`src/rtl/audio_pkg.sv`:
```
// Shared audio definitions for the I2S transmitter/receiver pair.
package audio_pkg;

    localparam int unsigned DEFAULT_DATA_W = 16;

    // Receiver capture state
    typedef enum logic [1:0] {
        IDLE  = 2'd0,
        ALIGN = 2'd1,
        LEFT  = 2'd2,
        RIGHT = 2'd3
    } rx_state_e;

    // I2S channel as signalled on LRCLK
    localparam logic CH_LEFT  = 1'b0;
    localparam logic CH_RIGHT = 1'b1;

endpackage

```
`src/rtl/i2s_receiver_if.sv`:
```
// Parallel sample-pair output bus of the I2S receiver with status/clear sideband.
interface i2s_receiver_if #(
    parameter int unsigned DATA_W = 16
) ();

    logic [DATA_W-1:0] left_data;
    logic [DATA_W-1:0] right_data;
    logic              sample_valid;
    logic              sample_ready;
    logic              frame_err;
    logic              overrun;
    logic              overrun_clr;

    modport master (
        output left_data,
        output right_data,
        output sample_valid,
        output frame_err,
        output overrun,
        input  sample_ready,
        input  overrun_clr
    );

    modport slave (
        input  left_data,
        input  right_data,
        input  sample_valid,
        input  frame_err,
        input  overrun,
        output sample_ready,
        output overrun_clr
    );

endinterface

```
`src/rtl/sync_ff.sv`:
```
// Single-bit multi-flop synchronizer for asynchronous inputs.
module sync_ff #(
    parameter int unsigned STAGES = 2
) (
    input  logic clk,
    input  logic rst_n,
    input  logic d,
    output logic q
);

    logic [STAGES-1:0] ff;

    // Shift the async input through the synchronizer chain
    always_ff @(posedge clk or negedge rst_n) begin
        if (!rst_n) begin
            ff <= '0;
        end else begin
            ff <= {ff[STAGES-2:0], d};
        end
    end

    assign q = ff[STAGES-1];

endmodule

```
`src/rtl/i2s_receiver.sv`:
```
// I2S serial-to-parallel receiver: oversamples codec BCLK/LRCLK/DATA on clk,
// assembles left/right words per frame and holds them on a valid/ready register.
module i2s_receiver
    import audio_pkg::*;
#(
    parameter int unsigned DATA_W      = DEFAULT_DATA_W,
    parameter int unsigned SYNC_STAGES = 2
) (
    input  logic           clk,
    input  logic           rst_n,
    input  logic           enable,
    input  logic           aud_bclk,
    input  logic           aud_adclrck,
    input  logic           aud_adcdat,
    i2s_receiver_if.master rx
);

    localparam int unsigned         IDX_W    = $clog2(DATA_W + 1);
    localparam logic [IDX_W-1:0]    IDX_MAX  = IDX_W'(DATA_W);
    localparam logic [IDX_W-1:0]    IDX_LAST = IDX_W'(DATA_W - 1);

    logic              bclk_s, lr_s, dat_s;
    logic              bclk_d, rise_c;
    logic              rise_q, lr_q, dat_q;
    logic              lr_prev;
    rx_state_e         state;
    logic [IDX_W-1:0]  idx, idx_inc_c;
    logic [DATA_W-1:0] acc, left_hold, word_c;
    logic [DATA_W-1:0] left_q, right_q;
    logic              sv_q, fe_q, ov_q;
    logic              boundary_c, short_c, complete_c, load_c, drop_c;

    sync_ff #(.STAGES(SYNC_STAGES)) u_sync_bclk (.clk(clk), .rst_n(rst_n), .d(aud_bclk),    .q(bclk_s));
    sync_ff #(.STAGES(SYNC_STAGES)) u_sync_lr   (.clk(clk), .rst_n(rst_n), .d(aud_adclrck), .q(lr_s));
    sync_ff #(.STAGES(SYNC_STAGES)) u_sync_dat  (.clk(clk), .rst_n(rst_n), .d(aud_adcdat),  .q(dat_s));

    assign rise_c = bclk_s & ~bclk_d;

    // Register BCLK rise together with the LR/data values sampled on it
    always_ff @(posedge clk or negedge rst_n) begin
        if (!rst_n) begin
            bclk_d <= 1'b0;
            rise_q <= 1'b0;
            lr_q   <= 1'b0;
            dat_q  <= 1'b0;
        end else begin
            bclk_d <= bclk_s;
            rise_q <= rise_c;
            lr_q   <= lr_s;
            dat_q  <= dat_s;
        end
    end

    // Current word with this rise's bit placed MSB-first; bits past DATA_W fall away
    always_comb begin
        word_c = acc;
        if (idx < IDX_MAX) begin
            word_c = acc | (DATA_W'(dat_q) << (IDX_LAST - idx));
        end
    end

    assign boundary_c = rise_q && (lr_q != lr_prev);
    assign short_c    = (idx < IDX_LAST);
    assign idx_inc_c  = (idx == IDX_MAX) ? IDX_MAX : idx + IDX_W'(1);
    assign complete_c = enable && (state == RIGHT) && boundary_c;
    assign load_c     = complete_c && (!sv_q || rx.sample_ready);
    assign drop_c     = complete_c && !load_c;

    // Capture FSM: alignment to a right-to-left boundary, then left/right word assembly
    always_ff @(posedge clk or negedge rst_n) begin
        if (!rst_n) begin
            state     <= IDLE;
            idx       <= '0;
            acc       <= '0;
            left_hold <= '0;
            lr_prev   <= 1'b0;
            fe_q      <= 1'b0;
        end else begin
            fe_q <= 1'b0;
            if (rise_q) begin
                lr_prev <= lr_q;
            end
            if (!enable) begin
                state <= IDLE;
                idx   <= '0;
                acc   <= '0;
            end else begin
                case (state)
                    IDLE: begin
                        state <= ALIGN;
                        idx   <= '0;
                        acc   <= '0;
                    end
                    ALIGN: begin
                        idx <= '0;
                        acc <= '0;
                        if (rise_q && (lr_prev == CH_RIGHT) && (lr_q == CH_LEFT)) begin
                            state <= LEFT;
                        end
                    end
                    LEFT: begin
                        if (boundary_c) begin
                            left_hold <= word_c;
                            acc       <= '0;
                            idx       <= '0;
                            fe_q      <= short_c;
                            state     <= RIGHT;
                        end else if (rise_q) begin
                            acc <= word_c;
                            idx <= idx_inc_c;
                        end
                    end
                    RIGHT: begin
                        if (boundary_c) begin
                            acc   <= '0;
                            idx   <= '0;
                            fe_q  <= short_c;
                            state <= LEFT;
                        end else if (rise_q) begin
                            acc <= word_c;
                            idx <= idx_inc_c;
                        end
                    end
                    default: state <= IDLE;
                endcase
            end
        end
    end

    // Output holding register with valid/ready handshake and sticky overrun
    always_ff @(posedge clk or negedge rst_n) begin
        if (!rst_n) begin
            left_q  <= '0;
            right_q <= '0;
            sv_q    <= 1'b0;
            ov_q    <= 1'b0;
        end else begin
            if (load_c) begin
                left_q  <= left_hold;
                right_q <= word_c;
                sv_q    <= 1'b1;
            end else if (sv_q && rx.sample_ready) begin
                sv_q <= 1'b0;
            end
            if (drop_c) begin
                ov_q <= 1'b1;
            end else if (rx.overrun_clr) begin
                ov_q <= 1'b0;
            end
        end
    end

    assign rx.left_data    = left_q;
    assign rx.right_data   = right_q;
    assign rx.sample_valid = sv_q;
    assign rx.frame_err    = fe_q;
    assign rx.overrun      = ov_q;

endmodule

```
`src/flat_wrapper.sv`:
```
// flat-port wrapper written by rule: the top's interface ports become plain ports
module i2s_receiver_flat import audio_pkg::*;
#(
    parameter int unsigned DATA_W      = DEFAULT_DATA_W,
    parameter int unsigned SYNC_STAGES = 2
)
  (clk, rst_n, enable, aud_bclk, aud_adclrck, aud_adcdat, rx_left_data, rx_right_data, rx_sample_valid, rx_frame_err, rx_overrun, rx_sample_ready, rx_overrun_clr);
  i2s_receiver_if #(.DATA_W(DATA_W)) rx_i ();
  input  logic clk;
  input  logic rst_n;
  input  logic enable;
  input  logic aud_bclk;
  input  logic aud_adclrck;
  input  logic aud_adcdat;
  output wire logic [$bits(rx_i.left_data)-1:0] rx_left_data;
  output wire logic [$bits(rx_i.right_data)-1:0] rx_right_data;
  output wire logic [$bits(rx_i.sample_valid)-1:0] rx_sample_valid;
  output wire logic [$bits(rx_i.frame_err)-1:0] rx_frame_err;
  output wire logic [$bits(rx_i.overrun)-1:0] rx_overrun;
  input wire logic [$bits(rx_i.sample_ready)-1:0] rx_sample_ready;
  input wire logic [$bits(rx_i.overrun_clr)-1:0] rx_overrun_clr;
  assign rx_left_data = rx_i.left_data;
  assign rx_right_data = rx_i.right_data;
  assign rx_sample_valid = rx_i.sample_valid;
  assign rx_frame_err = rx_i.frame_err;
  assign rx_overrun = rx_i.overrun;
  assign rx_i.sample_ready = rx_sample_ready;
  assign rx_i.overrun_clr = rx_overrun_clr;
  i2s_receiver #(.DATA_W(DATA_W), .SYNC_STAGES(SYNC_STAGES)) u_core (.clk(clk), .rst_n(rst_n), .enable(enable), .aud_bclk(aud_bclk), .aud_adclrck(aud_adclrck), .aud_adcdat(aud_adcdat), .rx(rx_i));
endmodule
```
`config.mk`:
```
export PLATFORM = sky130hd
export DESIGN_NAME = i2s_receiver_flat
export DESIGN_NICKNAME = d
export VERILOG_FILES = /design/src/rtl/audio_pkg.sv /design/src/rtl/i2s_receiver_if.sv /design/src/rtl/sync_ff.sv /design/src/rtl/i2s_receiver.sv /design/src/flat_wrapper.sv
export SDC_FILE = /design/constraint.sdc
export NUM_CORES = 1
export LEC_CHECK = 0
export ABC_AREA = 1
export CAP_MARGIN = 20
export CORE_UTILIZATION = 45
export CTS_CLUSTER_DIAMETER = 120
export CTS_CLUSTER_SIZE = 28
export DETAILED_ROUTE_END_ITERATION = 8
export GPL_ROUTABILITY_DRIVEN = 1
export HOLD_SLACK_MARGIN = 0.03
export PLACE_DENSITY_LB_ADDON = 0.3
export SETUP_SLACK_MARGIN = 0.3
export SLEW_MARGIN = 20
export SYNTH_ARGS = -nofsm -noshare
export SYNTH_HDL_FRONTEND = slang
export SYNTH_SLANG_ARGS = --single-unit
```
`constraint.sdc`:
```
create_clock -name clk -period 1.4 [get_ports clk]
set_input_delay 0.42 -clock clk [delete_from_list [all_inputs] [get_ports clk]]
set_output_delay 0.42 -clock clk [all_outputs]
set_load 0.02 [all_outputs]
```
==> impl_metrics.py, run 1 <==
metrics = {
    "placement": {
        "placed_cell_area_um2": 4350,
        "io_buffers": 42,
        "dp_hpwl_um": 4920,
        "gp_congestion": 0.830,
    },
    "logic_synthesis": {
        "synthArstFlopShare_pct": 100,
        "syn-num-nets": 418,
        "synth_top_family_by_area": "simple AND/OR/NAND/NOR gates",
        "synth.avg_cell_area_um2": 8.85,
        "yosys_warnings": 0,
        "ys_ff_latch": 85,
        "synthMuxAreaShare_pct": 0,
        "synth_top_area_cell": "dfrtp_1",
        "synth-adder-area-share_pct": 0.693,
        "synth_flop_cell": "dfrtp_1",
        "synth_area_um2": 3610,
        "synth_xor_area_share_pct": 0.242,
        "yosysTopAreaCellShare_pct": 58.9,
        "synth_compound_area_share_pct": 8.31,
        "syn_inst": 408,
        "synth_edf_count": 0,
        "ys_seq_area_share_pct": 58.9,
        "synthSimpleGateAreaFrac_pct": 22.9,
        "ys_top_cells_by_count": "nand2_1 (153), dfrtp_1 (85), inv_1 (56)",
        "synthTopCellsByArea": "dfrtp_1 (59%), nand2_1 (16%), inv_1 (5.8%)",
        "synth_cell_types": 27,
        "yosysMostFrequentCell": "nand2_1",
    },
    "global_route": {
        "met3_usage_pct": 3.10,
        "grt_use_total_pct": 21.9,
        "grt_overflow_total": 0,
        "antenna_found_initial": 0,
        "grt_pass1_vias": 2988,
        "grt_first_pass_wirelength_um": 14100,
        "grt_util_met2_pct": 36.5,
        "grt_use_met1_pct": 28.4,
        "grt_max_degree": 29,
        "grt.busiest_layer": "met2",
    },
    "run": {
        "drv_cap": 0,
    },
    "clocking": {
        "clock_sinks": 85,
        "h-tree-depth": 3,
        "clk_pin_slew_worst_paths_ps": 90,
        "clk_path_buf_depth": 2,
        "cts-root-buf": "clkbuf_8",
        "cts_tree": "built",
        "cts_buffers": 9,
        "clk_latency_ps": 360,
    },
    "die": {
        "die-height_um": 91.6,
        "rows": 32,
        "pin_count": 43,
        "core-area_um2": 7730,
        "die_width_um": 91.6,
        "initial_core_util_pct": 46.7,
        "dieArea_um2": 8390,
    },
    "timing": {
        "fin_tns_setup_ps": 0,
        "rsz0062_at_grt": "yes",
        "finClkSkew_ps": 13.2,
        "setup_viol": 0,
        "slew_headroom_pct": 75.7,
        "finalMaxSlewViolations": 0,
        "worst_pin_slew_ps": 365,
        "fmax_ghz": 0.728,
        "post-route-period-util_pct": 98.1,
        "hold_viol": 0,
        "period_needed_ps": 1370,
        "holdWs_ps": 352,
    },
    "critical_path": {
        "cp_max_fo": 22,
        "crit_arrival_ps": 1620,
        "worstSetupPathType": "flip-flop to flip-flop",
        "critPathCaptureType": "flip-flop",
        "cp-start-kind": "flip-flop",
        "required_ps": 1650,
    },
    "finish": {
        "area_delta_synth_final_pct": 47.1,
        "antenna_cells": 0,
        "drive_gt1_share_pct": 38.7,
        "final_nets": 527,
        "fin_area_um2": 5310,
        "fillCellCount": 580,
        "final_util_pct": 68.8,
    },
    "power": {
        "power.density_nw_per_um2": 1150,
        "p_leak_nw": 2.80,
        "vdd.ir_drop.worst_mv": 0.567,
    },
    "routing": {
        "drt_wl_total_um": 8550,
        "vias": 3006,
        "first_pass_iters": 4,
        "drtIter0Drc": 179,
        "drc_errors": 0,
        "via_per_inst": 4.82,
        "detail_route.wl_per_cell_um": 13.7,
        "antenna_left": 0,
    },
    "worst_hold_path": {
        "hp-class": "flip-flop to flip-flop",
    },
    "run_status": {
        "run_status": "finished, final reports clean",
    },
}
==> worst max-delay path, stage by stage (launching register included) <==
cell,delay (ps)
dfrtp_1,400
inv_2,60
nand2_2,90
nand3_4,120
nor2_4,180
nand2_8,120
buf_12,180
nand2_1,60
o21ai_1,60
==> layout make-up <==
type	instances	area, µm²	area share [%]
well taps	102	128	2.40
multi-input cells	253	1460	27.5
clock buffers	11	141	2.66
inverters	61	251	4.73
repair buffers	107	1110	20.9
flip-flops and latches	85	2130	40.2
clock inverters	5	83.8	1.58
==> registers in the layout, indices dropped and copies added, names as in the netlist, 2 cells and up <==
signal                 cells
u_core.state               2
u_core.u_sync_bclk.ff      2
u_core.left_hold          16
u_core.u_sync_lr.ff        2
u_core.rx.right_data      16
u_core.rx.left_data       16
u_core.idx                 5
u_core.u_sync_dat.ff       2
u_core.acc                16
==> layout by cell type, fill, tap and decap left out, drive strengths merged <==
master	synthesis	layout
buf	12	100
nand2	156	156
dfrtp	85	85
a21oi	9	9
clkinvlp	0	2
clkbuf	0	11
or2	1	1
dlygate4sd3	0	1
ha	2	2
o22ai	1	1
nor3	2	2
clkinv	1	3
o21ai	43	43
xor2	1	1
nand3	11	14
nor2	19	19
bufinv	0	2
inv	60	59
nand4	5	5
dlygate4sd2	0	1
clkdlybuf4s50	0	5
==> logic make-up after synthesis <==
kind of cell             Yosys count
flip-flops                        85
AO/OA/AOI/OAI                     53
buffers and inverters             73
adder cells (fa/ha/maj)            2
AND/OR/NAND/NOR                  194
XOR/XNOR                           1
==> final timing paths <==
kind	startpoint	to	slack, ps	cells past startpoint
min reg2reg	u_core.u_sync_dat.ff[0]$_DFF_PN0_	u_core.u_sync_dat.ff[1]$_DFF_PN0_	350	0
max	u_core.lr_q$_DFF_PN0_	u_core.rx.left_data[12]$_DFFE_PN0P_	30	8
min in group asynchronous	rst_n	u_core.rx.left_data[5]$_DFFE_PN0P_	520	2
max reg2reg	u_core.lr_q$_DFF_PN0_	u_core.rx.left_data[12]$_DFFE_PN0P_	30	8
min	u_core.u_sync_dat.ff[0]$_DFF_PN0_	u_core.u_sync_dat.ff[1]$_DFF_PN0_	350	0
max in group asynchronous	rst_n	u_core.rise_q$_DFF_PN0_	390	3
==> repair_timing <==
action	CTS	global route
gates cloned	5	0
hold endpoints to repair	19	0
setup endpoints to repair	108	108
gates resized for setup	276	31
pin swaps	9	9
buffers inserted	31	12
hold buffers	1	0
==> where the power goes <==
part	switching (W)	internal [W]	leakage (nW)	total, W
Combinational	0.000736	0.000606	1.56	0.00134
Clock	0.000890	0.00106	0.106	0.00195
Sequential	0.000158	0.00268	1.13	0.00284
Total	0.00178	0.00434	2.80	0.00613
==> layer usage <==
metal,vias to the layer above,share of wire (%)
li1,1482,-
met4,0,1.6
met2,61,49
met3,12,3.0
met1,1451,46
met5,-,0
==> stage by stage <==
| stage | setup slack (ps) | instances | total power, W |
|---|---|---|---|
| final | 27.2 | 624 | 0.00613 |
| after global routing | -74.1 | 624 | 0.00638 |
| after CTS | 53.7 | 612 | 0.00606 |
| after detailed placement | -409 | 559 | 0.00385 |
| after global placement | -366 | 559 | 0.00381 |
| after floorplan | 163 | 408 | 0.00340 |
Note: power is estimated with default switching activity, not from simulation.
==> run 2: changes to the inputs <==
- CELL_PAD_IN_SITES_DETAIL_PLACEMENT: not set -> 2
- CELL_PAD_IN_SITES_GLOBAL_PLACEMENT: not set -> 2
- CORE_UTILIZATION: 45 -> 34
- CTS_CLUSTER_DIAMETER: 120 -> not set
==> run 2 against run 1 <==
  * The flow now stops in global routing
  * Synthesized cell count unchanged
  * Area after synthesis stayed put
==> impl_metrics.py, run 2 <==
metrics = {
    "logic_synthesis": {
        "syn_inst": 408,
        "ys_seq_area_share_pct": 58.9,
        "synthArstFlopShare_pct": 100,
        "synth_edf_count": 0,
        "yosysMostFrequentCell": "nand2_1",
        "synth.avg_cell_area_um2": 8.85,
        "syn-num-nets": 418,
        "yosysTopAreaCellShare_pct": 58.9,
        "synth_flop_cell": "dfrtp_1",
        "synth_top_area_cell": "dfrtp_1",
        "synth_cell_types": 27,
        "ys_top_cells_by_count": "nand2_1 (153), dfrtp_1 (85), inv_1 (56)",
        "ys_ff_latch": 85,
        "yosys_warnings": 0,
        "synth_area_um2": 3610,
        "synthTopCellsByArea": "dfrtp_1 (59%), nand2_1 (16%), inv_1 (5.8%)",
    },
    "timing": {
        "worstEpCategory": "register input",
        "worst_endpoint": "u_core.left_hold[2]$_DFFE_PN0P_/D",
    },
    "clocking": {
        "clock_sinks": 85,
        "cts_buffers": 9,
        "h-tree-depth": 3,
        "clk_path_buf_depth": 2,
        "cts-root-buf": "clkbuf_8",
    },
    "placement": {
        "dp_hpwl_um": 6960,
        "gp_congestion": 0.738,
        "dp_slack_ps": -486,
        "io_buffers": 42,
    },
    "die": {
        "rows": 37,
        "pin_count": 43,
        "initial_core_util_pct": 35.0,
        "die-height_um": 105,
        "die_width_um": 105,
    },
    "run_status": {
        "run_status": "aborted with a tool error",
        "error": "[ERROR DPL-0033] detailed placement checks failed during check placement.",
        "failed_stage": "global routing",
    },
    "global_route": {
        "antenna_found_initial": 1,
        "grt_max_degree": 34,
    },
}
## run 2: timing repair
action	in CTS
pin swaps	8
setup endpoints to repair	109
endpoints found under the hold margin	1
setup buffers	31
cloned	3
hold buffers	1
gates resized for setup	259
## run 2: cell families after synthesis
logic type               share of synthesized area (%)
AND/OR/NAND/NOR                                   22.9
flip-flops                                        58.9
buffers and inverters                             8.94
AO/OA/AOI/OAI                                     8.31
adder cells (fa/ha/maj)                          0.693
XOR/XNOR                                         0.243
## run 2: metrics by stage
stage / cell area [µm²] / instances / util (%) / hold slack (ps)
after floorplan: 3690 / 408 / - / 124
after global placement: 4480 / 607 / 43.4 / 232
after detailed placement: 4480 / 607 / 43.4 / 236
after CTS: 5200 / 658 / 50.4 / 358
==> run 3: changes to the inputs <==
- CELL_PAD_IN_SITES_DETAIL_PLACEMENT: 2 -> not set
- CELL_PAD_IN_SITES_GLOBAL_PLACEMENT: 2 -> not set
- CORE_UTILIZATION: 34 -> 30
- CTS_CLUSTER_SIZE: 28 -> not set
- HOLD_SLACK_MARGIN: 0.03 -> not set
- PLACE_DENSITY_LB_ADDON: 0.3 -> 0.15
- SETUP_SLACK_MARGIN: 0.3 -> not set
==> run 3 against run 2 <==
  * The flow now finishes, with violations (DRC)
==> impl_metrics.py, run 3 (same netlist as run 1, synthesis figures left out) <==
metrics = {
    "routing": {
        "vias": 2773,
        "detail_route.wl_per_cell_um": 12.6,
        "drtIter0Drc": 126,
        "drc_errors": 4,
        "antenna_left": 0,
        "first_pass_iters": 8,
        "drt_wl_total_um": 8080,
        "via_per_inst": 4.34,
    },
    "finish": {
        "final_cell_mix": "nand2_1 (137), dfrtp_1 (82), inv_1 (52)",
        "antenna_cells": 0,
        "fin_area_um2": 4930,
        "final_common_cell": "nand2_1",
        "drive_gt1_share_pct": 30.4,
        "final_nets": 501,
        "area_delta_synth_final_pct": 36.6,
        "seq_area_um2": 2130,
        "multi_input_area_um2": 1310,
        "fin_cells": 639,
        "fillCellCount": 1154,
    },
    "critical_path": {
        "critPathCaptureType": "flip-flop",
        "cpPeakStageDelay_ps": 410,
        "crit_chain": "nand2_2, nand3_4, buf_8, inv_4, nand3_4, clkbuf_16, nand2_2, o21ai_2",
        "crit_buf_inv": 3,
        "crit_family": "buffers and inverters",
        "rr_worst_depth": 8,
        "cp-start-kind": "flip-flop",
        "crit_arrival_ps": 1600,
        "reg2reg_slack_ps": 20,
        "rr_startpoint": "u_core.lr_q$_DFF_PN0_",
        "worstSetupPathType": "flip-flop to flip-flop",
        "required_ps": 1630,
        "cp_slowest_cell": "dfrtp_1",
        "reg2reg_to": "u_core.left_hold[14]$_DFFE_PN0P_",
        "path_depth": 8,
        "cp_max_fo": 6,
    },
    "die": {
        "dieArea_um2": 12500,
        "core-area_um2": 11600,
        "die_width_um": 112,
        "pin_count": 43,
        "die-height_um": 112,
        "initial_core_util_pct": 31.2,
        "rows": 39,
    },
    "timing": {
        "finClkSkew_ps": 7.07,
        "period_needed_ps": 1380,
        "slew_headroom_pct": 78.9,
        "layout_setup_ws_ps": 24.0,
        "worst_pin_slew_ps": 316,
        "fmax_ghz": 0.727,
        "setup_viol": 0,
        "fin_tns_setup_ps": 0,
        "holdWs_ps": 350,
        "finalMaxSlewViolations": 0,
        "post-route-period-util_pct": 98.3,
        "hold_viol": 0,
        "rsz0062_at_grt": "yes",
    },
    "global_route": {
        "grt_first_pass_wirelength_um": 13600,
        "antenna_found_initial": 0,
        "grt_pass1_vias": 2679,
        "grt_overflow_total": 0,
        "grt_max_degree": 33,
        "grt_use_total_pct": 13.9,
    },
    "worst_hold_path": {
        "hold_depth": 0,
        "hp-start": "u_core.u_sync_dat.ff[0]$_DFF_PN0_",
        "hp-class": "flip-flop to flip-flop",
        "min_to": "u_core.u_sync_dat.ff[1]$_DFF_PN0_",
    },
    "clocking": {
        "h-tree-depth": 3,
        "clock_sinks": 85,
        "cts_tree": "built",
        "cts-root-buf": "clkbuf_16",
        "cts_buffers": 9,
        "clk_pin_slew_worst_paths_ps": 60,
        "clk_latency_ps": 340,
        "clk_path_buf_depth": 2,
    },
    "power": {
        "power.density_nw_per_um2": 1270,
        "vdd.ir_drop.worst_mv": 0.447,
        "p_leak_nw": 2.69,
    },
    "run": {
        "drv_cap": 0,
    },
    "run_status": {
        "run_status": "finished, violations left",
        "violations": "DRC",
    },
    "placement": {
        "gp_congestion": 0.761,
        "dp_hpwl_um": 5250,
        "placed_cell_area_um2": 4430,
        "numPlacedInstances": 608,
        "io_buffers": 42,
        "dp_slack_ps": -487,
    },
}
## run 3: worst register-to-register path, cell delays in order (launching register included)
cell	delay, ps
dfrtp_1	410
nand2_2	110
nand3_4	100
buf_8	160
inv_4	60
nand3_4	120
clkbuf_16	210
nand2_2	60
o21ai_2	40
## run 3: layout make-up
type	count	share of cell area [%]
sequential	85	43.2
multi-input combinational	250	26.5
timing repair buffer	84	15.7
clock buffer	11	4.92
inverter	61	4.89
tap	143	3.63
clock inverter	5	1.19
## run 3: how the worst max path moves through the flow
stage / start / to / slack, ps
floorplan: enable / u_core.rx.right_data[0]$_DFFE_PN0P_ / 120
global placement: enable / u_core.acc[15]$_DFFE_PN0P_ / -470
detailed placement: enable / u_core.acc[3]$_DFFE_PN0P_ / -490
CTS: u_core.state[1]$_DFFE_PN0P_ / u_core.rx.left_data[8]$_DFFE_PN0P_ / 0.09
global route: u_core.lr_q$_DFF_PN0_ / u_core.left_hold[0]$_DFFE_PN0P_ / -70
finish: u_core.lr_q$_DFF_PN0_ / u_core.left_hold[14]$_DFFE_PN0P_ / 20
## run 3: metal layers
layer	track usage (%)	share of wire [%]	vias to the layer above
li1	-	-	1423
met1	20.2	52	1304
met2	20.2	44	38
met3	2.83	3.5	8
met4	5.14	1.1	0
met5	0	0	-
## run 3: what timing repair did
item,CTS,global route
cloned,1,4
endpoints found under the setup margin,85,78
hold buffers,1,0
resized for setup,127,73
setup buffers,5,6
pin swaps,3,7
endpoints found under the hold margin,17,0
## run 3: power by group
part	leakage [nW]	switching [W]	internal (W)
Combinational	1.41	0.000600	0.000427
Clock	0.142	0.000981	0.00144
Sequential	1.14	0.000143	0.00268
Total	2.69	0.00172	0.00454
## run 3: stage by stage
stage / util (%) / power [W]
after global placement: 38.3 / 0.00382
after CTS: 41.1 / 0.00626
after detailed placement: 38.3 / 0.00385
after floorplan: - / 0.00335
after global routing: 42.7 / 0.00659
final: 42.7 / 0.00627
